[src/rtl/pedal_sensor_cond.sv]
// Pedal cadence conditioning: synchronizer, glitch filter, windowed rise counter
// and once-per-revolution torque smoothing for desiredDrive.
module pedal_sensor_cond #(
    parameter int FILT_CYC = 8,
    parameter int WIN_CYC  = 65536,
    parameter int NP_MIN   = 2
) (
    input  logic        clk,
    input  logic        rst_n,
    input  logic        cadence_raw,
    input  logic [11:0] torque,
    output logic [11:0] avg_torque,
    output logic [4:0]  cadence,
    output logic        not_pedaling
);

    localparam int FW = (FILT_CYC > 1) ? $clog2(FILT_CYC) : 1;
    localparam int WW = (WIN_CYC > 1) ? $clog2(WIN_CYC) : 1;
    localparam logic [FW-1:0] FILT_LAST = FW'(FILT_CYC - 1);
    localparam logic [WW-1:0] WIN_LAST  = WW'(WIN_CYC - 1);

    logic          sync1;
    logic          sync2;
    logic          cad_filt;
    logic [FW-1:0] filt_cnt;
    logic          cad_rise;
    logic [WW-1:0] win_cnt;
    logic [4:0]    rise_cnt;
    logic [15:0]   accum;
    logic [4:0]    cadence_new;

    function automatic logic [4:0] sat_inc(input logic [4:0] v, input logic inc);
        if (inc && (v != 5'd31)) begin
            return v + 5'd1;
        end
        return v;
    endfunction

    // Leaky average; accum <= 65520 keeps the 16-bit result from wrapping.
    function automatic logic [15:0] accum_next(input logic [15:0] a, input logic [11:0] t);
        return a - (a >> 4) + {4'b0000, t};
    endfunction

    // Synchronizer and glitch filter; cad_rise fires on the accepting edge.
    always_ff @(posedge clk) begin
        if (!rst_n) begin
            sync1    <= 1'b0;
            sync2    <= 1'b0;
            cad_filt <= 1'b0;
            filt_cnt <= '0;
            cad_rise <= 1'b0;
        end else begin
            sync1    <= cadence_raw;
            sync2    <= sync1;
            cad_rise <= 1'b0;
            if (sync2 == cad_filt) begin
                filt_cnt <= '0;
            end else if (filt_cnt == FILT_LAST) begin
                cad_filt <= sync2;
                filt_cnt <= '0;
                cad_rise <= sync2;
            end else begin
                filt_cnt <= filt_cnt + FW'(1);
            end
        end
    end

    assign cadence_new = sat_inc(rise_cnt, cad_rise);

    // Window counter; cadence and not_pedaling are latched only at window end.
    always_ff @(posedge clk) begin
        if (!rst_n) begin
            win_cnt      <= '0;
            rise_cnt     <= '0;
            cadence      <= '0;
            not_pedaling <= 1'b1;
        end else if (win_cnt == WIN_LAST) begin
            win_cnt      <= '0;
            rise_cnt     <= '0;
            cadence      <= cadence_new;
            not_pedaling <= (int'(cadence_new) < NP_MIN);
        end else begin
            win_cnt  <= win_cnt + WW'(1);
            rise_cnt <= cadence_new;
        end
    end

    // Torque accumulator; a stopped pedal reseeds instead of averaging.
    always_ff @(posedge clk) begin
        if (!rst_n) begin
            accum <= '0;
        end else if (cad_rise) begin
            if (not_pedaling) begin
                accum <= {torque, 4'b0000};
            end else begin
                accum <= accum_next(accum, torque);
            end
        end
    end

    assign avg_torque = accum[15:4];

endmodule

[config.mk]
export PLATFORM = sky130hd
export DESIGN_NAME = pedal_sensor_cond
export DESIGN_NICKNAME = d
export VERILOG_FILES = /design/src/rtl/pedal_sensor_cond.sv
export SDC_FILE = /design/constraint.sdc
export NUM_CORES = 1
export LEC_CHECK = 0
export CORE_MARGIN = 3
export CORE_UTILIZATION = 50
export CTS_BUF_LIST = sky130_fd_sc_hd__clkbuf_2 sky130_fd_sc_hd__clkbuf_4 sky130_fd_sc_hd__clkbuf_8
export CTS_CLUSTER_DIAMETER = 150
export CTS_CLUSTER_SIZE = 8
export DETAILED_ROUTE_END_ITERATION = 10
export PLACE_DENSITY_LB_ADDON = 0.05
export SYNTH_ARGS = -nofsm -noshare
export SYNTH_HDL_FRONTEND = slang
export SYNTH_SLANG_ARGS = --single-unit
[constraint.sdc]
create_clock -name clk -period 5.9 [get_ports clk]
set_input_delay 0.59 -clock clk [delete_from_list [all_inputs] [get_ports clk]]
set_output_delay 0.59 -clock clk [all_outputs]
set_load 0.05 [all_outputs]
==> flow_summary.ini <==
[timing]
slew_headroom_pct = 61.9
timing.hold.ws_ns = 0.437
grt_setup_unrepaired = no
finalCriticalPeriod_ns = 3.10
finalSetupViolCount = 0
drv_slew = 0
fin_skew_ns = 0.00399
finalHoldViolCount = 0
fmax_ghz = 0.323
min_period_over_period_pct = 52.5
tightest_slew_ns = 0.571
tns_ns = 0

[cts]
cts_setup_buffers = 0
clockRootBuffer = clkbuf_8
hold_buffers = 0
clk_latency_ns = 0.31
clkSinkCount = 50
htree_num_levels = 2
cts_resized = 0
cts_tree = yes
clockBufferDepth = 2
cts_inserted_buffers = 5
path_clk_slew_ns = 0.10

[route]
vias_per_cell = 5.30
drt_iter0_markers = 114
drc = 0
routed_wl_um = 6610
ant_nets = 0
drt_first_pass_iters = 4
wl_per_cell_um = 13.6
num_vias = 2575

[layout]
final_cell_mix = 52 x inv_1, 50 x dfxtp_1, 32 x clkdlybuf4s50_1
final_common_cell = inv_1
nNetsFinal = 458
area_growth_pct = 12.3
finalNonFillerCells = 486
diodes = 0
layout-drive-gt1-share_pct = 4.62
fin_util_pct = 60.2
num-fill-cells = 572

[synthesis]
synth_top_area_cell = dfxtp_1
ys_ff_latch = 50
synthArstFlopShare_pct = 0
synth_nets = 439
synth_cell_type_count = 56
ys.warnings.count = 0
ys_seq_area_share_pct = 30.3
yosysTopAreaCellShare_pct = 30.3
netlist_instances = 391
synth_area_leaders = dfxtp_1 30%, ha_1 8.0%, fa_1 7.3%
synth_enable_flop_cells = 0
yosys_most_used_dff = dfxtp_1
syn_avg_cell_area_um2 = 8.45
netlist_area_mm2 = 0.00330

[floorplan]
die_h_um = 87.3
rows = 28
die_w_um = 87.3
initial_utilization_pct = 53.6
coreArea_mm2 = 0.00617
io-pin-count = 33
die_area_mm2 = 0.00762

[place]
gp_congestion = 0.890
place_inst = 478
numPortBuffers = 32
hpwl_um = 4970

[power]
worst_ir_drop_vdd_mv = 0.134
intPower_uw = 514
p_comb_share_pct = 14.2
pwr-share-clk_pct = 36.7
switchingPower_uw = 183
seqPwrFrac_pct = 49.1
switching_share_pct = 26.3
p_total_uw = 697
p_per_area_mw_per_mm2 = 188
p_leak_uw = 0.00161

[worst_setup_path]
worstPathRequired_ns = 6.14
endpoint_kind = register
crit_type = in2reg
arrival_ns = 3.33
cp-start-kind = input pin
critical_path.max_fanout = 3

[outcome]
run_status = finished clean

[grt]
busiest_layer = met2
gr-usage-all-layers_pct = 19.1
grt_pass1_wl_um = 11700
antenna_found_initial = 0
grt_max_degree = 38
gr-total-overflow = 0
grt_util_met3_pct = 3.22
grt_util_met2_pct = 28.7
grt_pass1_vias = 2463
met1_usage_pct = 28.6

[hold_path]
hold_class = reg2reg

[job]
cap_violations = 0
-- metrics by stage --
| stage | setup slack, ns | instance area, µm² |
|---|---|---|
| 6_report | 2.80 | 3710 |
| 5_1_grt | 2.52 | 3710 |
| 4_1_cts | 2.78 | 3710 |
| 3_5_place_dp | 2.47 | 3590 |
| 3_3_place_gp | 2.53 | 3590 |
| 2_1_floorplan | 3.17 | 3300 |
-- cell type report --
type	instances	area [µm²]	area share, %
Clock buffer	5	68.8	1.85
Tap cell	75	93.8	2.53
Multi-Input combinational cell	266	1960	52.9
Timing Repair Buffer	34	335	9.04
Clock inverter	3	48.8	1.31
Sequential cell	50	1000	27.0
Inverter	53	199	5.36
-- cells in the mapped netlist (10+ instances only) --
cell type  number
and2_1         14
nand2_1        26
ha_1           21
a21oi_1        14
inv_1          52
nand3_1        13
xor2_1         18
o21ai_0        10
dfxtp_1        50
buf_4          13
nor2_1         31
fa_1           12
-- worst paths after layout --
path                       to   startpoint  slack (ns)  depth (start not counted)
setup / recovery    accum[13]    torque[1]        2.80                         11
hold / removal    filt_cnt[0]  filt_cnt[0]        0.44                          1
setup reg to reg    accum[13]     accum[8]        3.16                         10
hold reg to reg   filt_cnt[0]  filt_cnt[0]        0.44                          1
-- state kept, by name, indices dropped and copies added (netlist names) --
signal,count
not_pedaling,1
sync1,1
sync2,1
rise_cnt,5
cadence,5
accum,16
filt_cnt,3
cad_rise,1
cad_filt,1
win_cnt,16
-- cell families (layout without fill, tap and decap cells) --
| group | count (synthesis) | count (layout) | share of synthesized area, % |
|---|---|---|---|
| AOI/OAI and AO/OA | 78 | 78 | 15.7 |
| muxes | 9 | 9 | 2.73 |
| and+or+nand+nor | 121 | 121 | 19.2 |
| xor gates and xnor gates | 25 | 25 | 6.63 |
| adders and majority gates | 33 | 33 | 15.2 |
| DFF | 50 | 50 | 30.3 |
| buffers and inverters | 75 | 95 | 10.3 |
-- critical path: stages --
cell and delay, ns:
clkdlybuf4s50_1 0.48, inv_1 0.06, fa_1 0.59, inv_1 0.06, ha_1 0.31, a211oi_2 0.24
o21ai_1 0.16, a2111oi_0 0.43, o21bai_1 0.12, xnor2_1 0.14, o211ai_1 0.17
-- metal layers --
| layer | up-vias | share of wire (%) | wire [µm] |
|---|---|---|---|
| met4 | 0 | 0.73 | 48 |
| met2 | 33 | 44 | 2900 |
| li1 | 1347 | - | - |
| met5 | - | 0 | 0 |
| met3 | 5 | 3.3 | 218 |
| met1 | 1190 | 52 | 3450 |
-- power groups by stage --
stage | clock, µW | combinational [µW] | sequential [µW]
6_report | 255 | 99.0 | 342
2_1_floorplan | 0 | 72.8 | 350
3_3_place_gp | 0 | 98.9 | 350
3_5_place_dp | 0 | 99.2 | 350
5_1_grt | 280 | 113 | 343
4_1_cts | 263 | 99.7 | 343
No activity file was read; power rests on OpenSTA's default activity.
